File: src/rtl/usart_tx_buffered.sv
// usart_tx_buffered: USART transmitter fed by a small FIFO. Words are queued
// through a valid/ready handshake and sent as START, DATA (LSB first),
// optional PARITY and STOP bits. Frames go out back to back while words wait.
//
// state    | meaning
// ---------+-----------------------------------------------------------
// S_IDLE   | line idle high, waiting for a queued word
// S_START  | start bit (low) on the line
// S_DATA   | data bits, LSB first, shifted out of shift_reg
// S_PARITY | parity bit (only entered when PARITY != 0)
// S_STOP   | stop bit(s) high; last one may pop the next word directly
module usart_tx_buffered #(
  parameter int CLK_FREQ   = 100000000,
  parameter int BAUD_RATE  = 115200,
  parameter int DATA_BITS  = 8,
  parameter int STOP_BITS  = 1,
  parameter int PARITY     = 0,
  parameter int FIFO_DEPTH = 8
) (
  input  logic                          clk,
  input  logic                          reset_n,
  input  logic [DATA_BITS-1:0]          data,
  input  logic                          valid,
  output logic                          ready,
  output logic                          tx,
  output logic                          busy,
  output logic                          done,
  output logic [$clog2(FIFO_DEPTH):0]   fifo_count
);

  localparam int CLKS_PER_BIT = CLK_FREQ / BAUD_RATE;
  localparam int AW = $clog2(FIFO_DEPTH);
  localparam int BW = (CLKS_PER_BIT > 2) ? $clog2(CLKS_PER_BIT) : 1;
  localparam logic [BW-1:0] BAUD_LAST  = BW'(CLKS_PER_BIT - 1);
  localparam logic [3:0]    DATA_LAST  = 4'(DATA_BITS - 1);
  localparam logic [3:0]    STOP_LAST  = 4'(STOP_BITS - 1);
  localparam logic [AW:0]   FULL_COUNT = (AW+1)'(FIFO_DEPTH);

  typedef enum logic [2:0] {
    S_IDLE,
    S_START,
    S_DATA,
    S_PARITY,
    S_STOP
  } state_t;

  state_t                 state;
  logic [BW-1:0]          baud_cnt;
  logic [3:0]             bit_cnt;
  logic [DATA_BITS-1:0]   shift_reg;
  logic                   parity_bit;

  logic [DATA_BITS-1:0]   mem [FIFO_DEPTH];
  logic [AW-1:0]          wr_ptr;
  logic [AW-1:0]          rd_ptr;

  logic                   push;
  logic                   pop;
  logic                   baud_end;
  logic                   frame_end;
  logic [DATA_BITS-1:0]   head;
  logic                   head_parity;

  // ready comes straight from the registered count, so a pop on the same
  // edge never lets a full FIFO accept a word.
  assign ready       = (fifo_count != FULL_COUNT);
  assign push        = valid && ready;
  assign baud_end    = (baud_cnt == BAUD_LAST);
  assign frame_end   = (state == S_STOP) && baud_end && (bit_cnt == STOP_LAST);
  assign pop         = (fifo_count != '0) && ((state == S_IDLE) || frame_end);
  assign head        = mem[rd_ptr];
  assign head_parity = (PARITY == 1) ? ~(^head) : (^head);

  // FIFO storage; contents are don't-care until written, so no reset here.
  always_ff @(posedge clk) begin
    if (push) begin
      mem[wr_ptr] <= data;
    end
  end

  // FIFO pointers and occupancy; simultaneous push and pop cancel out.
  always_ff @(posedge clk or negedge reset_n) begin
    if (!reset_n) begin
      wr_ptr     <= '0;
      rd_ptr     <= '0;
      fifo_count <= '0;
    end else begin
      if (push) begin
        wr_ptr <= wr_ptr + 1'b1;
      end
      if (pop) begin
        rd_ptr <= rd_ptr + 1'b1;
      end
      case ({push, pop})
        2'b10:   fifo_count <= fifo_count + 1'b1;
        2'b01:   fifo_count <= fifo_count - 1'b1;
        default: fifo_count <= fifo_count;
      endcase
    end
  end

  // Frame sequencer with registered tx/busy/done.
  always_ff @(posedge clk or negedge reset_n) begin
    if (!reset_n) begin
      state      <= S_IDLE;
      baud_cnt   <= '0;
      bit_cnt    <= '0;
      shift_reg  <= '0;
      parity_bit <= 1'b0;
      tx         <= 1'b1;
      busy       <= 1'b0;
      done       <= 1'b0;
    end else begin
      done <= 1'b0;
      case (state)
        S_IDLE: begin
          tx       <= 1'b1;
          busy     <= 1'b0;
          baud_cnt <= '0;
          bit_cnt  <= '0;
          if (pop) begin
            shift_reg  <= head;
            parity_bit <= head_parity;
            state      <= S_START;
            tx         <= 1'b0;
            busy       <= 1'b1;
          end
        end

        S_START: begin
          if (baud_end) begin
            baud_cnt <= '0;
            bit_cnt  <= '0;
            state    <= S_DATA;
            tx       <= shift_reg[0];
          end else begin
            baud_cnt <= baud_cnt + 1'b1;
          end
        end

        S_DATA: begin
          if (baud_end) begin
            baud_cnt <= '0;
            if (bit_cnt == DATA_LAST) begin
              bit_cnt <= '0;
              if (PARITY != 0) begin
                state <= S_PARITY;
                tx    <= parity_bit;
              end else begin
                state <= S_STOP;
                tx    <= 1'b1;
              end
            end else begin
              bit_cnt   <= bit_cnt + 1'b1;
              shift_reg <= shift_reg >> 1;
              tx        <= shift_reg[1];
            end
          end else begin
            baud_cnt <= baud_cnt + 1'b1;
          end
        end

        S_PARITY: begin
          if (baud_end) begin
            baud_cnt <= '0;
            bit_cnt  <= '0;
            state    <= S_STOP;
            tx       <= 1'b1;
          end else begin
            baud_cnt <= baud_cnt + 1'b1;
          end
        end

        S_STOP: begin
          if (baud_end) begin
            baud_cnt <= '0;
            if (bit_cnt == STOP_LAST) begin
              bit_cnt <= '0;
              done    <= 1'b1;
              // Chain straight into the next frame when a word is waiting.
              if (pop) begin
                shift_reg  <= head;
                parity_bit <= head_parity;
                state      <= S_START;
                tx         <= 1'b0;
              end else begin
                state <= S_IDLE;
                tx    <= 1'b1;
                busy  <= 1'b0;
              end
            end else begin
              bit_cnt <= bit_cnt + 1'b1;
            end
          end else begin
            baud_cnt <= baud_cnt + 1'b1;
          end
        end

        default: begin
          state <= S_IDLE;
          tx    <= 1'b1;
          busy  <= 1'b0;
        end
      endcase
    end
  end

endmodule

File: config.mk
export PLATFORM = sky130hd
export DESIGN_NAME = usart_tx_buffered
export DESIGN_NICKNAME = d
export VERILOG_FILES = /design/src/rtl/usart_tx_buffered.sv
export SDC_FILE = /design/constraint.sdc
export NUM_CORES = 1
export LEC_CHECK = 0
export CORE_MARGIN = 3
export CORE_UTILIZATION = 41
export CTS_CLUSTER_DIAMETER = 100
export CTS_CLUSTER_SIZE = 14
export DETAILED_ROUTE_END_ITERATION = 7
export GPL_TIMING_DRIVEN = 0
export PLACE_DENSITY = 0.59
export SYNTH_ARGS = -nofsm -noshare
export SYNTH_HDL_FRONTEND = slang
export SYNTH_SLANG_ARGS = --single-unit
File: constraint.sdc
create_clock -name clk -period 5.7 [get_ports clk]
set_clock_uncertainty 0.15 [all_clocks]
set_input_delay 0.57 -clock clk [delete_from_list [all_inputs] [get_ports clk]]
set_output_delay 0.57 -clock clk [all_outputs]
set_load 0.02 [all_outputs]
# Word-level counts from Yosys, hierarchy flattened
# Memories as Yosys holds them, arrays and structs flattened.
# Index checks and enable logic that the tools add are counted.
[word_totals] inputBits=11 elab_cells=99 ramBits=64 reg_bits=38 n_memories=1 out_inout_bits=8
[op_classes] muxes=42 add_sub_neg=6 eq_ne=19 n_reduce_logical=20 bitwise_logic=1
[memory_table] name="mem" depth=8 word_bits=8 rd=1 rd_ports_with_merged_regs=0 write_ports=1 line_no="53" source="logic [DATA_BITS-1:0] mem [FIFO_DEPTH];"
[op_table] operator="$mux W8" count=5
[op_table] operator="$pmux W8 S3" count=1
[op_table] operator="$mux W3" count=7
[op_table] operator="$mux W4" count=5
[op_table] operator="$pmux W10 S2" count=1
[op_table] operator="$mux W1" count=17
[op_table] operator="$ne A2 B2 Y1 const B" count=8
[op_table] operator="$pmux W4 S4" count=1
[op_table] operator="$pmux W3 S5" count=1
[op_table] operator="$add A10 B1 Y10 const B" count=1
[op_table] operator="$eq A10 B10 Y1 const B" count=1
[op_table] operator="$mux W10" count=1
[op_table] operator="$reduce_and A5 Y1" count=2
[op_table] operator="$add A4 B1 Y4 const B" count=2
[op_table] operator="$pmux W4 S2" count=1
[op_table] operator="$reduce_and A4 Y1" count=2
[op_table] operator="$reduce_bool A4 Y1" count=2
[op_table] operator="$reduce_and A7 Y1" count=1
[op_table] operator="$add A3 B1 Y3 const B" count=2
[op_table] operator="$eq A3 B2 Y1 const B" count=2
[op_table] operator="$pmux W1 S5" count=1
[op_table] operator="$eq A4 B3 Y1 const B" count=1
[op_table] operator="$logic_and A1 B1 Y1" count=4
[op_table] operator="$logic_not A4 Y1" count=1
[op_table] operator="other kinds (16)" count=18

# Depth between registers and ports, before layout
[depth] depth_word=9 mapped_depth=12 mapped_depth_nobuf=12

# Worst setup path before layout
# Ideal clock, no wire load.
[synth_path] path_type="register -> register" start="reg bit_cnt[0]" end="reg fifo_count[3]" period_less_slack_ns=3.124 required_ns=5.408 setup_time_ns=0.142 path_stages_with_launch=12 n_path_buf=0 arrival_ns=2.833 slack_ns=2.576 cell_sequence="dfrtp_1 inv_1 ha_1 nor3b_1 nand4_1 a21oi_1 ha_1 nor3b_1 o21ai_0 a31o_2 a2111oi_0 nand4bb_1"
[synth_between] elab_chain_len=6 word_cells_on_any_way=8 cone_classes="2 x eq/ne; 1 x mux; 5 x reduce/logical"
[synth_rtl] item="start: declaration" line_no="49" source="logic [3:0] bit_cnt;"
[synth_rtl] item="start signal: assignment" line_no="154" source="bit_cnt <= bit_cnt + 1'b1;"
[synth_rtl] item="start signal: assignment" line_no="192" source="bit_cnt <= bit_cnt + 1'b1;"
[synth_rtl] item="$logic_not A4 Y1 (*)" line_no="69" source="assign frame_end = (state == S_STOP) && baud_end && (bit_cnt == STOP_LAST);"
[synth_rtl] item="$logic_and A1 B1 Y1 (*)" line_no="69"
[synth_rtl] item="$logic_or A1 B1 Y1 (*)" line_no="70" source="assign pop = (fifo_count != '0) && ((state == S_IDLE) || frame_end);"
[synth_rtl] item="$logic_and A1 B1 Y1 (*)" line_no="70"
[synth_rtl] item="net pop" line_no="58" source="logic pop;"
[synth_rtl] item="$eq A2 B1 Y1 or $eq A2 B2 Y1 (tied branches)" line_no="94" source="case ({push, pop})"
[synth_rtl] item="$pmux W4 S2 or $reduce_bool A2 Y1 (tied branches)"
[synth_rtl] item="end signal: assignment" line_no="95" source="2'b10: fifo_count <= fifo_count + 1'b1;"
[synth_rtl] item="end signal: assignment" line_no="96" source="2'b01: fifo_count <= fifo_count - 1'b1;"
[synth_rtl] item="end signal: assignment" line_no="97" source="default: fifo_count <= fifo_count;"
[synth_rtl] item="end: declaration" line_no="28" source="output logic [$clog2(FIFO_DEPTH):0] fifo_count"
# Mark *: on every way through the listed nets, which the timed path passes. The rest lies on a longest branch.
# A chain may end at the register's enable or synchronous reset.

# Worst setup path after layout
# Ends and elaborated chain as after synthesis.

==> qor.yml <==
run_status:
  status: "finished clean"
clocking:
  cts_hold_repair.buffers: 0
  cts_tree: "yes"
  ctsResizeCount: 0
  postCtsSetupRepairBufs: 0
  numClockSinks: 102
  htree_levels: 3
  cts_root_buffer: "clkbuf_16"
  clock_path_buffers: 2
  cts_buffers: 9
  insertion_delay_ns: 0.34
  clk_pin_slew_ns: 0.07
cells_and_area:
  num_antenna_cells: 0
  drive_gt1_frac: 0.189
  seq_area_um2: 2870
  final_nets: 383
  multi_input_area_um2: 1710
  syn2layout_area_growth_pct: 15.5
  nFillCells: 958
  instances_no_fill: 510
  largest_reg_flops: 64
grt:
  grt.busiest_layer: "met2"
  met2_usage: 0.270
  grt_usage: 0.157
  use_met1: 0.195
  antenna_found_initial: 0
  grt_overflow: 0
  grt_max_degree: 21
  gr-usage-met3: 0.0356
  grt_first_pass_wirelength_um: 15500
  grt_pass1_vias: 3004
critical_path:
  cpLargestDelayFamily: "compound AO/OA/AOI/OAI gates"
  path_buf_inv: 1
  crit_slowest_cell: "a21oi_1"
  crit_top_cell: "ha_1"
  end_kind: "flop"
  ff2ff_path_depth: 11
  max_stage_delay_ns: 0.65
  rr_startpoint: "bit_cnt[0]"
  critical_path_class: "flop to flop"
  cp.arrival_ns: 3.93
  crit_required_ns: 5.75
  reg2reg_slack_ns: 1.82
  worstSetupStartpointType: "flop"
  r2r_end: "fifo_count[3]"
  path_max_fanout: 10
  path_cells: "inv_1 > ha_1 > nor3b_1 > nand4_1 > a21oi_1 > ha_1 > and3b_1 > o21ai_0 > a311oi_1 > a2111oi_0 > nand4bb_1"
die:
  ioPinCount: 19
  die_w_um: 113
  core_um2: 11000
  dieHeight_um: 113
  die_area_um2: 12700
  start_util: 0.424
  rows: 38
yosys:
  synth.avg_cell_area_um2: 14.0
  synth_top_area_share: 0.413
  synth_edf_count: 64
  synth_common_cells: "edfxtp_1 (64), dfrtp_1 (37), nor2_1 (24), nand2_1 (21), o21ai_0 (17)"
  seq_area_frac_synth: 0.617
  ys_ff_latch: 102
  ys_types: 54
  synth.most_common_cell: "edfxtp_1"
  synthTopCellsByArea: "edfxtp_1 (41%), dfrtp_1 (20%), mux4_2 (7.7%)"
  syn_nets: 351
  synth_area_um2: 4660
  synth_ff_type: "edfxtp_1"
  async_reset_ff_frac: 0.373
  synth_largest_area_cell: "edfxtp_1"
  yosysWarnings: 0
  postSynthCellCount: 333
route:
  first_pass_iters: 4
  antenna_left: 0
  wl_per_cell_um: 17.7
  wl_um: 9020
  vias: 2814
  routed_via_density: 5.52
  drc: 0
  drt-initial-drc-count: 173
timing:
  worst-slew-pin-transition_ns: 0.909
  fin_crit_ns: 3.88
  relSlewSlack: 0.391
  drv_slew: 0
  fin_crit_sh: 0.680
  final_hold_viol_count: 0
  finalSetupTns_ns: 0
  fmax_ghz: 0.258
  finalSetupViolCount: 0
  rsz0062_at_grt: "false"
placement:
  io_buffers: 18
  dpl.hpwl_um: 6210
  dp_cells: 494
  gp_congestion: 0.800
power:
  leakagePower_nw: 1.93
  pwr_density_cell_nw_per_um2: 340
  vdd_drop_max_uv: 216
worst_hold_path:
  hp-class: "input port to asynchronous set/reset pin"
run:
  max-cap-violations: 0
==> cell usage in the layout, fill, tap and decap left out, drive strengths merged, types with 3 or more instances in the layout <==
master / count
a21oi: 9
and3: 5
buf: 9
clkbuf: 21
clkdlybuf4s50: 17
dfrtp: 37
edfxtp: 64
ha: 7
inv: 10
mux2: 12
mux2i: 9
mux4: 16
nand2: 22
nand3: 11
nand4: 3
nor2: 24
nor3: 9
nor3b: 5
nor4: 5
o21ai: 17
xnor2: 7
xor2: 7
==> through the flow <==
stage | total power [W] | utilization | setup slack, ns | hold slack [ns] | area [µm²]
finish | 0.00183 | 0.490 | 1.82 | 0.0356 | 5380
global route | 0.00192 | 0.490 | 1.43 | 0.0662 | 5380
CTS | 0.00185 | 0.489 | 1.80 | 0.0469 | 5370
detailed placement | 0.00122 | 0.461 | 1.83 | 0.350 | 5060
global placement | 0.00120 | 0.456 | 1.85 | 0.341 | 5010
floorplan | 0.00110 | - | 2.58 | 0.124 | 4660
==> report_power, final <==
group	internal [W]	leakage (nW)	switching, W	total (W)
combinational	0.000115	0.727	0.000152	0.000267
sequential	0.000880	1.04	0.0000506	0.000931
clock	0.000351	0.155	0.000280	0.000631
==> cell families (layout without fill, tap and decap cells) <==
kind of cell             count (synthesis)  count (layout)  synth area share
XOR/XNOR                                14              14            0.0263
adder cells (fa/ha/maj)                  9               9            0.0231
multiplexers                            37              37             0.126
flip-flops                             102             102             0.617
AND/OR/NAND/NOR                        107             107             0.127
AO/OA/AOI/OAI                           42              42            0.0610
buffers and inverters                   22              59            0.0193
==> area by class of cell <==
type                    count  area share
flip-flops and latches    102       0.534
multi-input cells         209       0.319
clock buffers               9      0.0419
repair buffers             21      0.0400
well taps                 140      0.0326
clock inverters             7      0.0156
plain buffers              17      0.0133
inverters                   5     0.00349
==> layer usage <==
layer / vias to the layer above / part of all wire
met4: 0 / 0.017
met2: 37 / 0.52
met1: 1431 / 0.44
met3: 11 / 0.030
met5: - / 0
li1: 1335 / -
==> worst max-delay path by stage <==
stage	depth (start not counted)	slack, ns	end	startpoint
global route	11	1.43	fifo_count[3]	bit_cnt[0]
floorplan	11	2.58	fifo_count[3]	bit_cnt[0]
finish	11	1.82	fifo_count[3]	bit_cnt[0]
global placement	11	1.85	fifo_count[3]	bit_cnt[0]
detailed placement	11	1.83	fifo_count[3]	bit_cnt[0]
CTS	11	1.80	fifo_count[3]	bit_cnt[0]
(Power assumes the default switching activity.)
